File: config.mk
export PLATFORM = sky130hd
export DESIGN_NAME = branch_pattern_table
export DESIGN_NICKNAME = d
export VERILOG_FILES = /design/src/rtl/branch_pattern_table.sv
export SDC_FILE = /design/constraint.sdc
export NUM_CORES = 1
export LEC_CHECK = 0
export BUFFER_PORTS_ARGS = -buffer_cell sky130_fd_sc_hd__buf_4
export CORE_MARGIN = 10
export CORE_UTILIZATION = 64
export DETAILED_ROUTE_END_ITERATION = 7
export PLACE_DENSITY_LB_ADDON = 0.15
export SLEW_MARGIN = 20
export SYNTH_ARGS = -nofsm -noshare
export SYNTH_HDL_FRONTEND = slang
export SYNTH_SLANG_ARGS = --single-unit
export TNS_END_PERCENT = 5
File: constraint.sdc
create_clock -name clk -period 10.3 [get_ports clk]
set_clock_uncertainty 0.15 [all_clocks]
set_input_delay 1.03 -clock clk [delete_from_list [all_inputs] [get_ports clk]]
set_output_delay 1.03 -clock clk [all_outputs]
set_load 0.02 [all_outputs]
File: src/rtl/branch_pattern_table.sv
// Branch pattern table: DEPTH saturating counters indexed by PC (bimodal) or
// PC xor global history (gshare), self-initialised to weakly-not-taken after reset.
module branch_pattern_table #(
  parameter int CTR_W         = 2,
  parameter int IDX_W         = 6,
  parameter int GHR_W         = 6,
  parameter int MODE          = 0,
  parameter int STRONG_ON_HIT = 1
) (
  input  logic             clk,
  input  logic             rst_n,
  input  logic             stall,
  input  logic [31:0]      pred_pc,
  output logic             pred_taken,
  output logic [IDX_W-1:0] pred_idx,
  input  logic             upd_valid,
  input  logic [IDX_W-1:0] upd_idx,
  input  logic             upd_taken,
  output logic             ready
);

  localparam int unsigned      DEPTH = 1 << IDX_W;
  localparam logic [CTR_W-1:0] SNT   = '0;
  localparam logic [CTR_W-1:0] ST    = '1;
  localparam logic [CTR_W-1:0] WNT   = {1'b0, {(CTR_W-1){1'b1}}};

  typedef enum logic {S_INIT, S_RUN} state_t;

  state_t           state;
  logic [IDX_W-1:0] init_ptr;
  logic [GHR_W-1:0] ghr;
  logic [CTR_W-1:0] ctr_tbl [DEPTH];

  logic [IDX_W-1:0] ghr_ext;
  logic [CTR_W-1:0] upd_ctr;
  logic [CTR_W-1:0] upd_next;
  logic             upd_hit;
  logic             upd_accept;
  logic [GHR_W:0]   ghr_shift;
  logic             unused_bits;

  // Prediction path is purely combinational; a same-cycle update is not bypassed.
  always_comb begin
    ghr_ext = '0;
    if (MODE == 1) ghr_ext[GHR_W-1:0] = ghr;
    pred_idx   = pred_pc[IDX_W+1:2] ^ ghr_ext;
    pred_taken = ctr_tbl[pred_idx][CTR_W-1];
  end

  always_comb begin
    upd_accept = upd_valid && !stall && ready;
    upd_ctr    = ctr_tbl[upd_idx];
    upd_hit    = (upd_ctr[CTR_W-1] == upd_taken);
    ghr_shift  = {ghr, upd_taken};
    if ((STRONG_ON_HIT != 0) && upd_hit)
      upd_next = upd_taken ? ST : SNT;
    else if (upd_taken)
      upd_next = (upd_ctr == ST) ? upd_ctr : upd_ctr + CTR_W'(1);
    else
      upd_next = (upd_ctr == SNT) ? upd_ctr : upd_ctr - CTR_W'(1);
  end

  assign unused_bits = ^{pred_pc[31:IDX_W+2], pred_pc[1:0], ghr_shift[GHR_W]};

  // INIT sweeps every entry once regardless of stall; updates only land in RUN.
  always_ff @(posedge clk) begin
    if (!rst_n) begin
      state    <= S_INIT;
      init_ptr <= '0;
      ghr      <= '0;
      ready    <= 1'b0;
    end else begin
      case (state)
        S_INIT: begin
          ctr_tbl[init_ptr] <= WNT;
          init_ptr          <= init_ptr + IDX_W'(1);
          if (&init_ptr) begin
            state <= S_RUN;
            ready <= 1'b1;
          end
        end
        S_RUN: begin
          if (upd_accept) begin
            ctr_tbl[upd_idx] <= upd_next;
            if (MODE == 1) ghr <= ghr_shift[GHR_W-1:0];
          end
        end
        default: begin
          state <= S_INIT;
          ready <= 1'b0;
        end
      endcase
    end
  end

endmodule

==> results of run 1 <==
==> final timing paths <==
check	startpoint	end	slack, ps	depth (start not counted)
min reg2reg	ready	ready	430	2
max reg2reg	state	ctr_tbl[41][0]	6860	4
min	ready	ready	430	2
max	pred_pc[2]	pred_taken	5990	5
==> registers in the layout, summed over array words and instances (netlist names) <==
signal / cells
ctr_tbl: 128
state: 1
ready: 1
init_ptr: 6
==> Yosys cell counts (2+ instances only) <==
| master | count |
|---|---|
| a211oi_1 | 2 |
| a21oi_1 | 5 |
| a221o_1 | 2 |
| a22oi_1 | 8 |
| and2_1 | 8 |
| buf_1 | 2 |
| buf_2 | 7 |
| buf_4 | 7 |
| buf_6 | 2 |
| clkbuf_1 | 12 |
| dfxtp_1 | 8 |
| edfxtp_1 | 128 |
| inv_1 | 3 |
| mux2_2 | 3 |
| mux2i_1 | 12 |
| mux4_2 | 52 |
| nand2_1 | 17 |
| nand2b_1 | 5 |
| nand3_1 | 5 |
| nand3b_1 | 5 |
| nor2_1 | 72 |
| nor2b_1 | 8 |
| o21a_1 | 4 |
| o21ai_0 | 5 |
| o22ai_1 | 2 |
| xnor2_1 | 5 |
==> tightest hold or removal path: stages, from the launching register on <==
cell and delay [ps]:
dfxtp_1 360, a31oi_1 70, nor2b_1 110
==> report_power, final <==
group / switching (mW) / internal, mW / leakage [nW]
registers: 0.00223 / 0.598 / 1.32
clock network: 0.228 / 0.371 / 0.279
logic: 0.0360 / 0.0256 / 0.757
==> kinds of logic (layout without fill, tap and decap cells) <==
logic type | count (synthesis) | after routing
adders and majority gates | 2 | 2
buffers and inverters | 33 | 61
xor gates and xnor gates | 5 | 5
AOI/OAI and AO/OA | 34 | 34
muxes | 67 | 67
DFF | 136 | 136
and+or+nand+nor | 127 | 127
==> per-layer routing <==
layer  vias up  GRT usage  part of all wire
met4         0     0.0769             0.015
met2       214      0.330              0.51
met1      1889      0.259              0.39
met5         -          0                 0
met3        18     0.0642             0.092
li1       1619          -                 -
==> metrics by stage <==
step / cells / worst slack [ps]
final: 565 / 5990
after global routing: 565 / 5920
after CTS: 565 / 5970
after detailed placement: 533 / 5900
after global placement: 532 / 5610
after floorplan: 404 / 5280
==> cell type report <==
cell class / count / area share
Clock buffer: 19 / 0.0585
Clock inverter: 13 / 0.0236
Inverter: 3 / 0.00156
Multi-Input combinational cell: 235 / 0.308
Sequential cell: 136 / 0.555
Tap cell: 133 / 0.0231
Timing Repair Buffer: 26 / 0.0298
==> out/metrics.yaml, run 1 <==
yosys:
  synth_enable_flop_cells: 128
  synthSimpleGateAreaFrac: 0.0902
  synth_top_family_by_area: "multiplexers"
  synthArstFlopShare: 0
  synth_top_area_frac: 0.602
  synthTopCellsByArea: "edfxtp_1 60%, mux4_2 18%, nor2_1 4.2%, dfxtp_1 2.5%, mux2i_1 1.9%"
  avgSynthCellArea_um2: 15.8
  seq_area_frac_synth: 0.627
  synthAdderAreaFrac: 0.00373
  synth.largest_area_cell: "edfxtp_1"
  yosys.cell_types.count: 41
  ys_warn_count: 0
  syn_inst: 404
  syn_area_um2: 6380
  ys_ff_latch: 136
  syn-num-nets: 448
  ys.flop_type: "edfxtp_1"
  synthXorXnorAreaFrac: 0.00686
  synth_compound_area_frac: 0.0369
  muxShareOfSynthArea: 0.208
finish:
  regArea_um2: 4000
  antenna_cells: 0
  multi_input_area_um2: 2220
  fin_util: 0.741
  areaGrowthSynthToFinish_pct: 13.0
  fin_area_um2: 7210
  layout-drive-gt1-share: 0.266
  fin_nets: 463
  mostFrequentLayoutCells: "128 x edfxtp_1, 72 x nor2_1, 52 x mux4_2"
  num-fill-cells: 600
  final_common_cell: "edfxtp_1"
setup_path:
  crit_chain: "buf_4, mux4_2, mux4_2, mux4_2, buf_4"
  cpMostUsedCell: "mux4_2"
  end_kind: "output port"
  crit_family: "multiplexers"
  arrival_ps: 3130
  crit_required_ps: 9120
  crit_fanout: 17
  critPathKind: "primary input to output port"
  cpMaxStageDelayCell: "mux4_2"
  worst-path-buf-inv: 2
  critPathMaxStageDelay_ps: 590
  critPathLaunchType: "primary input"
clock_network:
  insertion_delay_ps: 530
  cts_max_path_buffers: 2
  clk_pin_slew_worst_paths_ps: 60
  post_cts_resized: 0
  cts_tree: "yes"
  post-cts-setup-buffer-count: 0
  cts_sinks: 136
  cts-htree-levels: 4
  cts-hold-fix-buffers: 0
  cts_buffers: 17
  cts-root-buf: "clkbuf_8"
sta:
  hold_violations: 0
  fin_crit_ps: 4310
  finalCritPeriodShare: 0.418
  max_slew_margin: 0.327
  fin_tns_setup_ps: 0
  worstMarginPinSlew_ps: 1010
  holdWs_ps: 428
  slew_viol_final: 0
  rsz0062_at_grt: "false"
  fmax_mhz: 232
  setup_viol: 0
drt:
  first_pass_iters: 5
  antenna_left: 0
  wl_um: 14400
  wl_per_cell_um: 25.5
  drc_errors: 0
  routed_via_density: 6.62
  vias: 3740
  drt-initial-drc-count: 457
global_route:
  grt_max_degree: 65
  gr-total-overflow: 0
  grt_use_total: 0.206
  grt_pass1_vias: 3829
  grt_antenna_before_repair: 0
  grt_pass1_wl_um: 21900
placement:
  hpwlAfterDp_um: 8780
  gp_congestion: 0.854
  port_buffers: 24
  place_area_um2: 6620
floorplanning:
  start_util: 0.656
  fp-row-count: 36
  die_area_um2: 14400
  die-width_um: 120
  core-area_um2: 9730
  die_y_um: 120
  io_pins: 51
power:
  leakagePower_nw: 2.36
  finalPower_mw: 1.26
  peakVddDrop_v: 0.000150
  p_per_area_nw_per_um2: 175
worst_hold_path:
  hp-class: "register to register"
run:
  drv_cap: 0
outcome:
  status: "completed"
Note: power is estimated with default switching activity, not from simulation.
==> inputs of run 2 (changes only) <==
--- a/config.mk
+++ b/config.mk
@@ -5,9 +5,10 @@
 export SDC_FILE = /design/constraint.sdc
 export NUM_CORES = 1
 export LEC_CHECK = 0
+export ABC_AREA = 1
 export BUFFER_PORTS_ARGS = -buffer_cell sky130_fd_sc_hd__buf_4
 export CORE_MARGIN = 10
-export CORE_UTILIZATION = 64
+export CORE_UTILIZATION = 54
 export DETAILED_ROUTE_END_ITERATION = 7
 export PLACE_DENSITY_LB_ADDON = 0.15
 export SLEW_MARGIN = 20
==> constraint.sdc (replaced) <==
create_clock -name clk -period 3.6 [get_ports clk]
set_clock_uncertainty 0.15 [all_clocks]
set_input_delay 0.36 -clock clk [delete_from_list [all_inputs] [get_ports clk]]
set_output_delay 0.36 -clock clk [all_outputs]
set_load 0.02 [all_outputs]
==> out/metrics.yaml, run 2 <==
yosys:
  syn_inst: 712
  ys.flop_type: "edfxtp_1"
  yosys.cell_types.count: 26
  syn_area_um2: 6570
  yosys.cell_count.top_type: "nand2_1"
  avgSynthCellArea_um2: 9.23
  synth_enable_flop_cells: 128
  syn-num-nets: 756
  synthTopCellsByArea: "edfxtp_1 59%, nand2_1 11%, nand3_1 8.5%, nor2_1 5.9%, o21ai_0 3.7%"
  seq_area_frac_synth: 0.609
  synth.largest_area_cell: "edfxtp_1"
  ys_ff_latch: 136
  synth_top_area_frac: 0.585
  synthArstFlopShare: 0
  ys_warn_count: 0
  ys_top_cells_by_count: "186 x nand2_1, 128 x edfxtp_1, 111 x nand3_1"
clock_network:
  post_cts_resized: 0
  clk_pin_slew_worst_paths_ps: 60
  cts-hold-fix-buffers: 0
  cts_max_path_buffers: 2
  cts_sinks: 136
  cts-root-buf: "clkbuf_16"
  insertion_delay_ps: 420
  cts_buffers: 17
  cts-htree-levels: 4
  post-cts-setup-buffer-count: 0
  cts_tree: "yes"
finish:
  mostFrequentLayoutCells: "186 x nand2_1, 128 x edfxtp_1, 111 x nand3_1"
  largest_reg_flops: 128
  fin_cells: 894
  final_common_cell: "nand2_1"
  largest_registers: "ctr_tbl (128), init_ptr (6)"
  num-fill-cells: 1006
  areaGrowthSynthToFinish_pct: 14.4
  regMostFlops: "ctr_tbl"
  layout-drive-gt1-share: 0.107
  antenna_cells: 0
  fin_area_um2: 7520
  fin_nets: 778
drt:
  drc_errors: 0
  wl_um: 17900
  wl_per_cell_um: 20.0
  vias: 5418
  first_pass_iters: 5
  antenna_left: 0
  drt-initial-drc-count: 679
  routed_via_density: 6.06
global_route:
  grt_max_degree: 57
  grt_use_total: 0.217
  gr-total-overflow: 0
  grt_pass1_vias: 5006
  grt_antenna_before_repair: 0
  grt_pass1_wl_um: 27200
run:
  drv_cap: 0
power:
  leakagePower_nw: 2.94
  p_per_area_nw_per_um2: 504
  peakVddDrop_v: 0.000280
  finalPower_mw: 3.79
setup_path:
  critPathLaunchType: "register"
  crit_family: "simple AND/OR/NAND/NOR gates"
  arrival_ps: 3010
  r2r_cells: 9
  end_kind: "register"
  crit_chain: "nand2_1, nor2_1, nand3_2, nand2_1, o21ai_2, buf_4, inv_1, nand4_1, nor2_1"
  worst-path-buf-inv: 2
  timing.rr.start: "state"
  worstReg2RegEnd: "ctr_tbl[58][0]"
  critPathMaxStageDelay_ps: 690
  rrSetupSlack_ps: 540
  critPathKind: "register to register"
  crit_required_ps: 3550
  crit_fanout: 15
  cpMaxStageDelayCell: "nand4_1"
sta:
  fmax_mhz: 327
  fin_tns_setup_ps: 0
  slew_viol_final: 0
  rsz0062_at_grt: "false"
  finalCritPeriodShare: 0.850
  setup_viol: 0
  worstMarginPinSlew_ps: 833
  max_slew_margin: 0.443
  hold_violations: 0
  fin_crit_ps: 3060
floorplanning:
  die_y_um: 130
  die-width_um: 130
  start_util: 0.549
  die_area_um2: 17000
  io_pins: 51
  core-area_um2: 12000
  fp-row-count: 40
worst_hold_path:
  hold_depth: 3
  worstHoldStart: "rst_n"
  hold_path_end: "init_ptr[3]"
  hp-class: "primary input to register"
outcome:
  status: "completed"
placement:
  port_buffers: 24
  dp_cells: 862
  gp_congestion: 0.937
  hpwlAfterDp_um: 11300
  place_area_um2: 6910
[run 2: per-stage QoR]
stage                      util  hold slack [ps]  worst slack (ps)
after global placement    0.578              318               694
final                     0.629             70.3               538
after CTS                 0.629             61.4               691
after global routing      0.629             78.3               334
after floorplan               -              306               781
after detailed placement  0.578              324               651
[run 2: worst max path at each step]
stage	startpoint	end	slack, ps	cells past startpoint
2_1_floorplan	upd_idx[1]	ctr_tbl[0][0]	780	13
3_3_place_gp	upd_idx[1]	ctr_tbl[5][0]	690	13
3_5_place_dp	upd_idx[1]	ctr_tbl[2][0]	650	13
4_1_cts	state	ctr_tbl[58][0]	690	9
5_1_grt	state	ctr_tbl[2][1]	330	9
6_report	state	ctr_tbl[58][0]	540	9
[run 2: layer usage]
| metal | wire (µm) | track usage | vias to the layer above |
|---|---|---|---|
| li1 | - | - | 2520 |
| met5 | 0 | 0 | - |
| met3 | 1450 | 0.0402 | 44 |
| met2 | 8560 | 0.353 | 266 |
| met1 | 7330 | 0.272 | 2588 |
| met4 | 537 | 0.106 | 0 |
[run 2: power by group]
group / switching, mW / internal, mW / total [mW]
registers: 0.00356 / 1.71 / 1.71
clock network: 0.650 / 1.15 / 1.80
logic: 0.191 / 0.0816 / 0.273
[run 2: cells by family after synthesis]
group | after synthesis | share of synthesized area
and+or+nand+nor | 423 | 0.273
DFF | 136 | 0.609
AOI/OAI and AO/OA | 83 | 0.0701
buffers and inverters | 69 | 0.0461
adders and majority gates | 1 | 0.00190
[run 2: area by class of cell]
cell class | count | area, µm² | share of cell area
Inverter | 29 | 109 | 0.0145
Clock inverter | 14 | 181 | 0.0241
Clock buffer | 18 | 429 | 0.0571
Sequential cell | 136 | 4000 | 0.533
Tap cell | 147 | 184 | 0.0245
Multi-Input combinational cell | 507 | 2260 | 0.301
Timing Repair Buffer | 43 | 348 | 0.0463
[run 2: worst register-to-register path, stage by stage (launching register included)]
cell	delay, ps
dfxtp_1	450
nand2_1	80
nor2_1	120
nand3_2	260
nand2_1	160
o21ai_2	70
buf_4	160
inv_1	180
nand4_1	690
nor2_1	420
==> inputs of run 3 (changes only) <==
--- a/config.mk
+++ b/config.mk
@@ -6,7 +6,7 @@
 export NUM_CORES = 1
 export LEC_CHECK = 0
 export ABC_AREA = 1
-export BUFFER_PORTS_ARGS = -buffer_cell sky130_fd_sc_hd__buf_4
+export BUFFER_PORTS_ARGS = -buffer_cell sky130_fd_sc_hd__buf_2
 export CORE_MARGIN = 10
 export CORE_UTILIZATION = 54
 export DETAILED_ROUTE_END_ITERATION = 7
==> out/metrics.yaml, run 3 (synthesis gave the netlist of run 2 again) <==
outcome:
  status: "completed"
sta:
  hold_violations: 0
  fin_tns_setup_ps: 0
  max_slew_margin: 0.510
  setup_viol: 0
  fmax_mhz: 339
  fin_crit_ps: 2950
  worstMarginPinSlew_ps: 734
  slew_viol_final: 0
  rsz0062_at_grt: "false"
  finalCritPeriodShare: 0.819
  worst_slack_ps: 651
finish:
  largest_reg_flops: 128
  mostFrequentLayoutCells: "186 x nand2_1, 128 x edfxtp_1, 111 x nand3_1"
  fin_area_um2: 7470
  areaGrowthSynthToFinish_pct: 13.6
  multi_input_area_um2: 2260
  final_common_cell: "nand2_1"
  antenna_cells: 0
  layout-drive-gt1-share: 0.110
  largest_registers: "ctr_tbl (128), init_ptr (6)"
  num-fill-cells: 995
  fin_nets: 778
  regArea_um2: 4000
  regMostFlops: "ctr_tbl"
floorplanning:
  io_pins: 51
  die_area_um2: 17000
  die-width_um: 130
  core-area_um2: 12000
  die_y_um: 130
  start_util: 0.549
  fp-row-count: 40
setup_path:
  crit_family: "simple AND/OR/NAND/NOR gates"
  critPathMaxStageDelay_ps: 630
  worst-path-buf-inv: 1
  arrival_ps: 2910
  r2r_cells: 8
  critPathLaunchType: "register"
  cpMaxStageDelayCell: "nand4_1"
  crit_fanout: 15
  end_kind: "register"
  crit_required_ps: 3560
  critPathKind: "register to register"
  crit_cells: 8
  rrSetupSlack_ps: 650
  crit_chain: "nand2_1, nor2_1, nand3_2, nand2_1, o21ai_2, inv_1, nand4_1, nor2_1"
power:
  finalPower_mw: 3.73
  leakagePower_nw: 2.91
  peakVddDrop_v: 0.000331
  p_per_area_nw_per_um2: 500
clock_network:
  cts-hold-fix-buffers: 0
  post-cts-setup-buffer-count: 0
  insertion_delay_ps: 430
  clk_pin_slew_worst_paths_ps: 60
  cts_tree: "yes"
  cts-htree-levels: 4
  cts_sinks: 136
  cts_buffers: 17
  cts-root-buf: "clkbuf_16"
  post_cts_resized: 0
  cts_max_path_buffers: 2
global_route:
  grt_max_degree: 66
  grt_pass1_vias: 5338
  grt_antenna_before_repair: 0
  grt_use_total: 0.222
  gr-total-overflow: 0
  grt_pass1_wl_um: 28000
placement:
  pre_cts_slack_ps: 625
  port_buffers: 24
  place_area_um2: 6860
  gp_congestion: 0.890
  hpwlAfterDp_um: 11200
drt:
  drc_errors: 0
  antenna_left: 0
  routed_via_density: 6.09
  wl_per_cell_um: 20.0
  vias: 5446
  drt-initial-drc-count: 662
  wl_um: 17800
  first_pass_iters: 5
worst_hold_path:
  hold_depth: 3
  hp-class: "primary input to register"
run:
  drv_cap: 0
==> run 3: cell types whose count changed in the layout (fill, tap and decap cells not counted), sizes merged <==
cell / delta
clkinv: +1
clkbuf: -1
clkinvlp: +1
bufinv: -1
==> run 3: power breakdown <==
part | switching, mW | total, mW | internal (mW)
clock | 0.665 | 1.75 | 1.09
sequential | 0.00378 | 1.71 | 1.71
combinational | 0.193 | 0.267 | 0.0744
==> run 3: worst register-to-register path, cell delays in order, from the launching register on <==
cell     delay, ps
dfxtp_1        440
nand2_1         70
nor2_1         120
nand3_2        270
nand2_1        170
o21ai_2        130
inv_1          260
nand4_1        630
nor2_1         400
==> run 3: layout make-up <==
type                       instances  area share
timing repair buffer              43      0.0402
inverter                          29      0.0146
tap                              147      0.0246
clock inverter                    15      0.0241
multi-input combinational        507       0.303
sequential                       136       0.536
clock buffer                      17      0.0570
==> run 3: per-layer routing <==
| layer | part of all wire | global-route usage | up-vias |
|---|---|---|---|
| met1 | 0.37 | 0.263 | 2559 |
| li1 | - | - | 2516 |
| met4 | 0.040 | 0.124 | 0 |
| met5 | 0 | 0 | - |
| met3 | 0.098 | 0.0458 | 64 |
| met2 | 0.49 | 0.368 | 307 |
==> run 3: final timing paths <==
path,startpoint,end
max,state,ctr_tbl[59][0]
min,rst_n,init_ptr[3]
max reg2reg,state,ctr_tbl[59][0]
min reg2reg,init_ptr[3],init_ptr[4]
==> run 3: stage by stage <==
stage,instances,utilization,hold WS [ps]
floorplan,712,-,306
global placement,862,0.574,322
detailed placement,862,0.574,330
CTS,894,0.624,67.0
global route,894,0.624,79.0
finish,894,0.624,72.6
